[src/rtl/spi_sbus_master.sv]
// spi_sbus_master: system-bus master for the iCE40 SB_SPI hard IP.
// After reset it configures the core (CR1, CR2, BR). It then turns each
// upstream command byte into the register sequence CS on, TRDY poll,
// TXDR write, RRDY poll, RXDR read and, for the last byte, CS off.
// Optional feature macro: SPI_SBUS_TIMEOUT_EN adds a bus-ack watchdog and
// a sticky error flag. Without it, error is tied low.
module spi_sbus_master #(
    parameter logic [3:0] BUS_ADDR74 = 4'b0000,
    parameter logic [5:0] BR_DIV     = 6'd12,
    parameter logic [1:0] SPI_MODE   = 2'd0,
    parameter int         POLL_GAP   = 4
) (
    input  logic       clk,
    input  logic       rst,
    input  logic       cmd_valid,
    output logic       cmd_ready,
    input  logic [7:0] cmd_data,
    input  logic       cmd_last,
    output logic       rsp_valid,
    output logic [7:0] rsp_data,
    output logic       init_done,
    output logic       busy,
    output logic       error,
    output logic       sb_stb,
    output logic       sb_rw,
    output logic [7:0] sb_addr,
    output logic [7:0] sb_wdata,
    input  logic [7:0] sb_rdata,
    input  logic       sb_ack
);

    // FSM encoding
    localparam logic [3:0] ST_INIT_CR1 = 4'd0;
    localparam logic [3:0] ST_INIT_CR2 = 4'd1;
    localparam logic [3:0] ST_INIT_BR  = 4'd2;
    localparam logic [3:0] ST_IDLE     = 4'd3;
    localparam logic [3:0] ST_CS_ON    = 4'd4;
    localparam logic [3:0] ST_POLL_T   = 4'd5;
    localparam logic [3:0] ST_WR_TX    = 4'd6;
    localparam logic [3:0] ST_POLL_R   = 4'd7;
    localparam logic [3:0] ST_RD_RX    = 4'd8;
    localparam logic [3:0] ST_CS_OFF   = 4'd9;

    // SB_SPI register offsets (low address nibble)
    localparam logic [3:0] OFF_CR1  = 4'h9;
    localparam logic [3:0] OFF_CR2  = 4'hA;
    localparam logic [3:0] OFF_BR   = 4'hB;
    localparam logic [3:0] OFF_SR   = 4'hC;
    localparam logic [3:0] OFF_TXDR = 4'hD;
    localparam logic [3:0] OFF_RXDR = 4'hE;
    localparam logic [3:0] OFF_CSR  = 4'hF;

    // The gap counter is loaded with POLL_GAP-1. The launch cycle itself is idle,
    // so a failed poll is followed by exactly POLL_GAP idle cycles.
    localparam int         GAP_M1     = (POLL_GAP > 1) ? (POLL_GAP - 1) : 0;
    localparam logic [7:0] GAP_RELOAD = GAP_M1[7:0];

    logic [3:0] state_q, state_d;
    logic       stb_q, stb_d;
    logic       rw_q, rw_d;
    logic [7:0] addr_q, addr_d;
    logic [7:0] wdata_q, wdata_d;
    logic [7:0] gap_q, gap_d;
    logic [7:0] byte_q, byte_d;
    logic       last_q, last_d;
    logic       cs_held_q, cs_held_d;
    logic       busy_q, busy_d;
    logic       init_done_q, init_done_d;
    logic       cmd_ready_q, cmd_ready_d;
    logic       rsp_valid_q, rsp_valid_d;
    logic [7:0] rsp_data_q, rsp_data_d;
`ifdef SPI_SBUS_TIMEOUT_EN
    logic [7:0] wd_q, wd_d;
    logic       error_q, error_d;
`endif

    logic       acc_rw_s;
    logic [3:0] acc_off_s;
    logic [7:0] acc_wdata_s;

    // Decode which bus access the current state performs
    always_comb begin
        acc_rw_s    = 1'b0;
        acc_off_s   = 4'h0;
        acc_wdata_s = 8'h00;
        case (state_q)
            ST_INIT_CR1: begin acc_rw_s = 1'b1; acc_off_s = OFF_CR1;  acc_wdata_s = 8'h80; end
            ST_INIT_CR2: begin acc_rw_s = 1'b1; acc_off_s = OFF_CR2;  acc_wdata_s = {1'b1, 1'b1, 3'b000, SPI_MODE, 1'b0}; end
            ST_INIT_BR:  begin acc_rw_s = 1'b1; acc_off_s = OFF_BR;   acc_wdata_s = {2'b00, BR_DIV}; end
            ST_CS_ON:    begin acc_rw_s = 1'b1; acc_off_s = OFF_CSR;  acc_wdata_s = 8'h01; end
            ST_POLL_T:   begin acc_rw_s = 1'b0; acc_off_s = OFF_SR;   acc_wdata_s = 8'h00; end
            ST_WR_TX:    begin acc_rw_s = 1'b1; acc_off_s = OFF_TXDR; acc_wdata_s = byte_q; end
            ST_POLL_R:   begin acc_rw_s = 1'b0; acc_off_s = OFF_SR;   acc_wdata_s = 8'h00; end
            ST_RD_RX:    begin acc_rw_s = 1'b0; acc_off_s = OFF_RXDR; acc_wdata_s = 8'h00; end
            ST_CS_OFF:   begin acc_rw_s = 1'b1; acc_off_s = OFF_CSR;  acc_wdata_s = 8'h00; end
            default:     begin acc_rw_s = 1'b0; acc_off_s = 4'h0;     acc_wdata_s = 8'h00; end
        endcase
    end

    // Next-state logic: command accept, bus access engine and sequencing
    always_comb begin
        state_d     = state_q;
        stb_d       = stb_q;
        rw_d        = rw_q;
        addr_d      = addr_q;
        wdata_d     = wdata_q;
        gap_d       = gap_q;
        byte_d      = byte_q;
        last_d      = last_q;
        cs_held_d   = cs_held_q;
        busy_d      = busy_q;
        init_done_d = init_done_q;
        rsp_valid_d = 1'b0;
        rsp_data_d  = rsp_data_q;
`ifdef SPI_SBUS_TIMEOUT_EN
        wd_d        = wd_q;
        error_d     = error_q;
`endif
        if (state_q == ST_IDLE) begin
            if (cmd_ready_q && cmd_valid) begin
                byte_d  = cmd_data;
                last_d  = cmd_last;
                busy_d  = 1'b1;
                state_d = cs_held_q ? ST_POLL_T : ST_CS_ON;
            end else begin
                state_d = ST_IDLE;
            end
        end else if (stb_q) begin
            if (sb_ack) begin
                // Access completes; stb drops on the following cycle
                stb_d = 1'b0;
                gap_d = 8'd0;
`ifdef SPI_SBUS_TIMEOUT_EN
                wd_d  = 8'd0;
`endif
                case (state_q)
                    ST_INIT_CR1: state_d = ST_INIT_CR2;
                    ST_INIT_CR2: state_d = ST_INIT_BR;
                    ST_INIT_BR: begin
                        state_d     = ST_IDLE;
                        init_done_d = 1'b1;
                    end
                    ST_CS_ON: begin
                        state_d   = ST_POLL_T;
                        cs_held_d = 1'b1;
                    end
                    ST_POLL_T: begin
                        if (sb_rdata[4]) begin
                            state_d = ST_WR_TX;
                        end else begin
                            gap_d = GAP_RELOAD;
                        end
                    end
                    ST_WR_TX: state_d = ST_POLL_R;
                    ST_POLL_R: begin
                        if (sb_rdata[3]) begin
                            state_d = ST_RD_RX;
                        end else begin
                            gap_d = GAP_RELOAD;
                        end
                    end
                    ST_RD_RX: begin
                        rsp_data_d  = sb_rdata;
                        rsp_valid_d = 1'b1;
                        state_d     = last_q ? ST_CS_OFF : ST_IDLE;
                    end
                    ST_CS_OFF: begin
                        state_d   = ST_IDLE;
                        cs_held_d = 1'b0;
                        busy_d    = 1'b0;
                    end
                    default: state_d = ST_IDLE;
                endcase
            end else begin
`ifdef SPI_SBUS_TIMEOUT_EN
                // The CS release write is never timed out, so the core is always left deselected.
                if ((state_q != ST_CS_OFF) && (wd_q == 8'hFF)) begin
                    stb_d   = 1'b0;
                    error_d = 1'b1;
                    wd_d    = 8'd0;
                    gap_d   = 8'd0;
                    state_d = ST_CS_OFF;
                end else if (state_q != ST_CS_OFF) begin
                    wd_d = wd_q + 8'd1;
                end else begin
                    wd_d = wd_q;
                end
`else
                stb_d = 1'b1;
`endif
            end
        end else if (gap_q != 8'd0) begin
            gap_d = gap_q - 8'd1;
        end else begin
            // Launch the access for this state; fields stay frozen until ack
            stb_d   = 1'b1;
            rw_d    = acc_rw_s;
            addr_d  = {BUS_ADDR74, acc_off_s};
            wdata_d = acc_wdata_s;
        end
        // A command cannot be taken in the same cycle as the response pulse
        cmd_ready_d = (state_d == ST_IDLE) && init_done_d && !rsp_valid_d;
    end

    // State and registered outputs with asynchronous reset
    always_ff @(posedge clk or posedge rst) begin
        if (rst) begin
            state_q     <= ST_INIT_CR1;
            stb_q       <= 1'b0;
            rw_q        <= 1'b0;
            addr_q      <= 8'h00;
            wdata_q     <= 8'h00;
            gap_q       <= 8'd0;
            byte_q      <= 8'h00;
            last_q      <= 1'b0;
            cs_held_q   <= 1'b0;
            busy_q      <= 1'b0;
            init_done_q <= 1'b0;
            cmd_ready_q <= 1'b0;
            rsp_valid_q <= 1'b0;
            rsp_data_q  <= 8'h00;
`ifdef SPI_SBUS_TIMEOUT_EN
            wd_q        <= 8'd0;
            error_q     <= 1'b0;
`endif
        end else begin
            state_q     <= state_d;
            stb_q       <= stb_d;
            rw_q        <= rw_d;
            addr_q      <= addr_d;
            wdata_q     <= wdata_d;
            gap_q       <= gap_d;
            byte_q      <= byte_d;
            last_q      <= last_d;
            cs_held_q   <= cs_held_d;
            busy_q      <= busy_d;
            init_done_q <= init_done_d;
            cmd_ready_q <= cmd_ready_d;
            rsp_valid_q <= rsp_valid_d;
            rsp_data_q  <= rsp_data_d;
`ifdef SPI_SBUS_TIMEOUT_EN
            wd_q        <= wd_d;
            error_q     <= error_d;
`endif
        end
    end

    assign cmd_ready = cmd_ready_q;
    assign rsp_valid = rsp_valid_q;
    assign rsp_data  = rsp_data_q;
    assign init_done = init_done_q;
    assign busy      = busy_q;
    assign sb_stb    = stb_q;
    assign sb_rw     = rw_q;
    assign sb_addr   = addr_q;
    assign sb_wdata  = wdata_q;
`ifdef SPI_SBUS_TIMEOUT_EN
    assign error     = error_q;
`else
    assign error     = 1'b0;
`endif

endmodule

[config.mk]
export PLATFORM = sky130hd
export DESIGN_NAME = spi_sbus_master
export DESIGN_NICKNAME = d
export VERILOG_FILES = /design/src/rtl/spi_sbus_master.sv
export SDC_FILE = /design/constraint.sdc
export NUM_CORES = 1
export LEC_CHECK = 0
export BUFFER_PORTS_ARGS = -buffer_cell sky130_fd_sc_hd__buf_4
export CORE_UTILIZATION = 53
export DETAILED_ROUTE_END_ITERATION = 6
export PLACE_DENSITY = 0.78
export SETUP_SLACK_MARGIN = 0.2
export SLEW_MARGIN = 20
export SYNTH_ARGS = -nofsm -noshare
export SYNTH_HDL_FRONTEND = slang
export SYNTH_SLANG_ARGS = --single-unit
[constraint.sdc]
create_clock -name clk -period 2 [get_ports clk]
set_input_delay 0 -clock clk [delete_from_list [all_inputs] [get_ports clk]]
set_output_delay 0 -clock clk [all_outputs]
set_load 0.03 [all_outputs]
## After elaboration in Yosys (flattened, before gate mapping)

Cells that the tools add are included.

| word-level totals | value |
|---|---|
| register bits | 48 |
| input bits | 21 |
| output and inout port bits | 31 |

| operators by class | value |
|---|---|
| $add $sub $neg | 1 |
| equality and inequality tests | 12 |
| muxes and demuxes | 35 |
| bitwise gates (word level) | 3 |
| reduce and logical (&&, ||, !) cells | 20 |

Operators by type and width:

| cell | count |
|---|---|
| $pmux 4 s7 | 2 |
| $pmux 8 s5 | 1 |
| $mux 4 | 6 |
| $mux 8 | 3 |
| $mux 1 | 18 |
| $eq 4x3->1 const B | 4 |
| $eq 4x2->1 const B | 3 |
| $reduce_and 4->1 | 3 |
| $reduce_bool 2->1 | 5 |
| $eq 4x4->1 const B | 2 |
| $reduce_bool 8->1 | 1 |
| $sub 8x1->8 const B | 1 |
| $reduce_and 3->1 | 2 |
| $reduce_or 6->1 | 1 |
| $eq 4x1->1 const B | 1 |
| $logic_not 4->1 | 1 |
| $mux 2 | 2 |
| $pmux 2 s2 | 1 |
| $reduce_or 2->1 | 2 |
| $logic_and 1x1->1 | 3 |
| $mux 3 | 1 |
| $not 1->1 | 3 |
| $ne 2x1->1 const B | 1 |
| $ne 2x2->1 const B | 1 |
| other kinds (3) | 3 |

## Depth between registers and ports, before layout

Gate-level depths: netlist of the first run.

| depth | value |
|---|---|
| depth after elaboration | 8 |
| depth in mapped cells | 9 |

## Worst setup path before layout of the first run

OpenSTA, ideal clock, no wires.

| timing | value |
|---|---|
| kind | flip-flop to flip-flop |
| from | register gap_q[2] |
| to | register wdata_q[1], in the netlist sb_wdata[1] |
| library setup time | 118 ps |
| arrival time | 1714 ps |
| slack | 167 ps |
| stages on the path, launching flop included | 8 |
| clock period less this slack | 1833 ps |
| path through | dfrtp_1 or4_4 nor4_4 nand2b_1 buf_6 buf_6 nand2_1 o21ai_2 |

| on the way | value |
|---|---|
| cells in the longest elaborated chain, start to end | 3 |

Ends and longest elaborated chain:

| element | RTL line | RTL |
|---|---|---|
| start, declared | 63 | `logic [7:0] gap_q, gap_d;` |
| start signal, assigned | 232 | `gap_q <= gap_d;` |
| $reduce_bool 8->1 | 192 | `end else if (gap_q != 8'd0) begin` |
| $not 1->1 (no line) | -- |  |
| $reduce_and 3->1 (no line) | -- |  |
| end signal, assigned | 231 | `wdata_q <= wdata_d;` |
| end, declared | 62 | `logic [7:0] wdata_q, wdata_d;` |

Every way passes these cells.
A chain may end at the register's enable or synchronous reset.

## Worst setup path in the final report of the first run

| timing | value |
|---|---|
| from | register gap_q[2] |
| to | register wdata_q[3], in the netlist sb_wdata[3] |

Same word-level chain as after synthesis.

==> results of run 1 <==
-- cells by family (layout without fill, tap and decap cells) --
logic type | Yosys count | count (layout) | synth area share
AOI/OAI and AO/OA | 41 | 41 | 0.129
xor gates and xnor gates | 7 | 7 | 0.0264
adders and majority gates | 2 | 2 | 0.0108
buffers and inverters | 24 | 100 | 0.0571
DFF | 48 | 48 | 0.517
muxes | 9 | 9 | 0.0431
other | 1 | 5 | 0.00161
and+or+nand+nor | 106 | 106 | 0.215
-- worst max-delay path: cells and delay by family, from the launching register on --
family,cells,cell delay [ns]
flops,1,0.40
compound gates,1,0.24
simple gates,3,0.82
buf+inv,1,0.18
-- timing repair --
| item | 4_1_cts | 5_1_grt |
|---|---|---|
| endpoints found under the setup margin | 5 | 27 |
| pin swaps | 0 | 3 |
| resized for setup | 2 | 3 |
| hold buffers | 18 | 0 |
| endpoints found under the hold margin | 39 | 0 |
| setup buffers | 0 | 4 |
-- through the flow --
stage	worst slack [ns]	util	total power, mW	hold WS, ns
after floorplan	0.243	-	2.60	0.105
after global placement	0.228	0.674	3.12	0.0615
after detailed placement	0.195	0.674	3.16	0.0651
after CTS	0.207	0.742	3.79	0.0476
after global routing	0.140	0.752	4.07	0.0969
final	0.258	0.752	3.84	0.0577
-- routing by layer --
metal	share of wire	vias up	GRT usage
met5	0	-	0
met4	0.022	0	0.0990
met3	0.051	10	0.0467
met2	0.48	57	0.354
met1	0.45	944	0.352
li1	-	951	-
-- final timing paths --
path                                  startpoint                 endpoint  slack (ns)  cells past startpoint
setup / recovery            gap_q[2]$_DFFE_PP0P_  sb_wdata[3]$_DFFE_PP0P_        0.26                      5
hold / removal                            sb_ack       sb_stb$_DFFE_PP0N_        0.06                      4
setup reg to reg            gap_q[2]$_DFFE_PP0P_  sb_wdata[3]$_DFFE_PP0P_        0.26                      5
hold reg to reg            byte_q[0]$_DFFE_PP0P_    byte_q[0]$_DFFE_PP0P_        0.47                      2
max in group asynchronous                    rst  sb_wdata[4]$_DFFE_PP0P_        1.19                      4
min in group asynchronous                    rst      rsp_valid$_DFF_PP0_        0.31                      3
-- where the power goes --
part	internal (mW)	switching, mW	total, mW
Clock	0.282	0.303	0.585
Combinational	0.790	1.02	1.81
Sequential	1.24	0.208	1.45
-- sequential cells by signal, indices dropped and copies added (netlist names) --
signal and count:
sb_stb 1, busy 1, rsp_valid 1, cmd_ready 1, sb_rw 1, gap_q 8
sb_addr 4, last_q 1, cs_held_q 1, sb_wdata 8, byte_q 8, state_q 4
init_done 1, rsp_data 8
-- layout make-up --
class / count / area [sq um]
Clock buffer: 8 / 90.1
Timing Repair Buffer: 84 / 692
Fill cell: 305 / 1020
Tap cell: 50 / 62.6
Sequential cell: 48 / 1200
Multi-Input combinational cell: 170 / 1020
Inverter: 8 / 30.0
-- cells in the final DEF, fill, tap and decap left out, types with 6 or more instances in the layout --
master          n
buf_4          64
nand2_1        51
dfrtp_1        48
nor2_1         21
dlygate4sd3_1  18
mux2_2          8
a21oi_1         7
o21ai_2         7
nand3_1         7
inv_1           7
o21ai_0         7
xor2_1          6
clkbuf_8        6
==> impl_results.md, run 1 <==
- Number of port buffers: 46
- First-pass GRT wire length: 8.20 mm
- Drt drc: 0
- Asr flop ratio synth: 1.00
- Final wirelength: 5.13 mm
- Synth area leaders: dfrtp_1 52%, nand2_1 8.4%, mux2_2 3.9%, nor2_1 3.4%, o21ai_2 2.6%
- Post-synth top cells: 52 x nand2_1, 48 x dfrtp_1, 21 x nor2_1, 8 x inv_1, 8 x mux2_2
- Area leader, netlist: dfrtp_1
- CP max stage delay: 0.56 ns
- Worst setup EP type: flip-flop
- Post-Synthesis Cells: 238
- Top-count cell post-synth: nand2_1
- #FFs+latches synth: 48
- Worst-Skew Late Latency: 0.30 ns
- Initial Util: 0.564
- Power per cell area: 1240 nW/um^2
- Drt first-iter violations: 146
- Top-area cell type share of the netlist area: 0.517
- Grt ovf: 0
- Hold/Removal Path Class: input pin to flip-flop
- Register area share after synthesis: 0.517
- Synth-to-Final Area Change: 33.2%
- RSZ-0062 raised after global routing: yes
- Setup-failing EPs final: 0
- Fin cells: 368
- H-tree depth: 2
- CP max FO: 26
- Initial antenna violation count: 0
- Setup TNS: 0 ns
- Gr usage total: 0.243
- Post-Syn Area: 2320 sq um
- Placer congestion estimate: 0.891
- VDD IR-drop max: 0.755 mV
- Post-synth EDFFs: 0
- # IOs: 52
- TritonCTS Buffers: 5
- Area post-placement: 2780 sq um
- Layout cell share with drive strength beyond 1: 0.302
- Worst EP arrival: 1.95 ns
- Post-route minimum period: 1.74 ns
- CP Cell Sequence: or4_4, nor4_4, nand2b_1, buf_6, o31ai_1
- Clk sink count: 48
- Core area: 4120 sq um
- Crit-path slowest cell: or4_4
- Layout Nets: 340
- Post-route cell area: 3090 sq um
- Static Leakage: 1.56 nW
- Fmax: 574 MHz
- Die area: 4650 sq um
- CP Launch Type: flip-flop
- Critical Path RT: 2.21 ns
- Chip height: 68.2 um
- Placed Instances: 338
- Final Slew Violations: 0
- WL/cell: 13.9 um
- Total number of vias: 1962
- Largest net degree at the start of global routing: 27
- DIE WIDTH: 68.2 um
- # diodes: 0
- Vias per inst: 5.33
- FP Rows: 23
- Synth Warn #: 0
- Post-DRT Antenna Nets: 0
- Final Hold Viols: 0
- # Max-Cap Violations: 0
- CTS max path bufs: 2
- Root buffer cell: clkbuf_8
- Vias in the first global route: 1752
- Post-route clock skew: 0.00512 ns
- DP HPWL: 3.37 mm
- Library cells used by synthesis: 47
- CTS clk-pin slew, worst paths: 0.08 ns
- Syn avg cell area: 9.76 sq um
- CTS tree: built
- Drt pass-1 iters: 4
- Status: completed
- WS Path Type: flip-flop to flip-flop
- Ys flop type: dfrtp_1
- Crit share post-route: 0.871
Power figures use the tool's default switching activity.
==> run 2: changes to the inputs <==
Settings changed: PLACE_DENSITY 0.78 to 0.74.
==> impl_results.md, run 2 (synthesized netlist as in run 1, its figures left out) <==
- Final Slew Violations: 0
- CP max stage delay: 0.55 ns
- WS Path Type: flip-flop to flip-flop
- Drt first-iter violations: 110
- Total number of vias: 1896
- Most common cell after layout, fill and taps aside: buf_4
- Chip height: 68.2 um
- Measured slew at the worst slew-check pin: 0.505 ns
- Final Hold Viols: 0
- # diodes: 0
- Setup-failing EPs final: 0
- Synth-to-Final Area Change: 32.4%
- Largest net degree at the start of global routing: 27
- Die area: 4650 sq um
- Worst path setup slack after routing: 0.164 ns
- Post-DRT Antenna Nets: 0
- CTS clk-pin slew, worst paths: 0.08 ns
- Status: completed
- CP Cell Sequence: or4_4, nor4_4, nand2b_1, buf_8, o31ai_2
- VDD IR-drop max: 0.653 mV
- Final wirelength: 5.13 mm
- Critical Path RT: 2.20 ns
- Vias in the first global route: 1706
- Met1 capacity usage during global routing: 0.347
- Post-route clock skew: 0.00529 ns
- Worst slack, placed: 0.153 ns
- RSZ-0062 raised after global routing: yes
- Layout cell share with drive strength beyond 1: 0.308
- Number of port buffers: 46
- Clk sink count: 48
- TritonCTS Buffers: 5
- CP max FO: 26
- Crit share post-route: 0.918
- Rel. slew slack: 0.663
- Fillers: 323
- DIE WIDTH: 68.2 um
- Met3 usage: 0.0583
- Worst EP arrival: 2.04 ns
- H-tree depth: 2
- CTS tree: built
- Drt drc: 0
- Grt ovf: 0
- Layout Nets: 340
- Busiest grt layer: met1
- Gr usage total: 0.238
- Worst-Skew Late Latency: 0.30 ns
- WL/cell: 14.0 um
- # Max-Cap Violations: 0
- First-pass GRT wire length: 8.00 mm
- Drt pass-1 iters: 4
- Post-route minimum period: 1.84 ns
- FP Rows: 23
- CP Launch Type: flip-flop
- DP HPWL: 3.46 mm
- CTS max path bufs: 2
- Core area: 4120 sq um
- Most frequent cells in the layout: 65 x buf_4, 51 x nand2_1, 48 x dfrtp_1, 20 x nor2_1, 18 x dlygate4sd3_1
- Placer congestion estimate: 0.849
- Root buffer cell: clkbuf_8
- Vias per inst: 5.19
- Initial antenna violation count: 0
- Fmax: 545 MHz
- Initial Util: 0.564
- Power per cell area: 1220 nW/um^2
- Hold/Removal Path Class: input pin to flip-flop
- Grt met2 use: 0.346
- Setup TNS: 0 ns
- Crit-path slowest cell: or4_4
- # IOs: 52
- Worst setup EP type: flip-flop
- Static Leakage: 1.55 nW
run 2: changes by cell type in the layout (fill, tap and decap cells not counted), sizes merged:
cell,change
clkbuf,-3
run 2: worst paths after layout:
| path | startpoint | to | slack, ns | depth (start not counted) |
|---|---|---|---|---|
| worst max-delay path | gap_q[3]$_DFFE_PP0P_ | sb_wdata[3]$_DFFE_PP0P_ | 0.16 | 5 |
| worst min-delay path | sb_ack | sb_stb$_DFFE_PP0N_ | 0.07 | 4 |
| worst max register to register | gap_q[3]$_DFFE_PP0P_ | sb_wdata[3]$_DFFE_PP0P_ | 0.16 | 5 |
| worst min register to register | sb_addr[0]$_DFFE_PP0P_ | sb_addr[0]$_DFFE_PP0P_ | 0.48 | 2 |
| max in group asynchronous | rst | last_q$_DFFE_PP0P_ | 1.13 | 4 |
| min in group asynchronous | rst | rsp_valid$_DFF_PP0_ | 0.29 | 3 |
run 2: worst max-delay path, delay by kind of cell (launching register included):
| family | cells | cell delay, ns |
|---|---|---|
| buffers and inverters | 1 | 0.19 |
| flip-flops | 1 | 0.42 |
| AO/OA/AOI/OAI | 1 | 0.25 |
| AND/OR/NAND/NOR | 3 | 0.88 |
run 2: per-layer routing:
metal / wire, um / vias to the layer above
li1: - / 956
met1: 2460 / 899
met2: 2450 / 34
met3: 147 / 7
met4: 63 / 0
met5: 0 / -
run 2: repair_timing:
action | CTS | global route
gates resized for setup | 1 | 7
hold buffers | 18 | 0
buffers inserted | 1 | 3
endpoints found under the hold margin | 39 | 0
pin swaps | 0 | 2
endpoints found under the setup margin | 4 | 21
run 2: cell type report:
type | count | area [sq um] | share of cell area
well taps | 50 | 62.6 | 0.0203
flip-flops and latches | 48 | 1200 | 0.391
inverters | 8 | 30.0 | 0.00976
multi-input cells | 170 | 1030 | 0.335
repair buffers | 84 | 683 | 0.222
clock buffers | 5 | 68.8 | 0.0224
run 2: power by group:
| part | internal [mW] | switching, mW |
|---|---|---|
| Sequential | 1.24 | 0.235 |
| Combinational | 0.766 | 0.989 |
| Clock | 0.226 | 0.294 |
run 2: metrics by stage:
stage | utilization | std cells | area (sq um) | hold WS [ns] | power (mW)
floorplan | - | 242 | 2340 | 0.105 | 2.60
global placement | 0.671 | 338 | 2760 | 0.0722 | 3.10
detailed placement | 0.671 | 338 | 2760 | 0.0734 | 3.14
CTS | 0.735 | 362 | 3020 | 0.0583 | 3.70
global route | 0.747 | 365 | 3080 | 0.0935 | 4.01
finish | 0.747 | 365 | 3080 | 0.0694 | 3.75
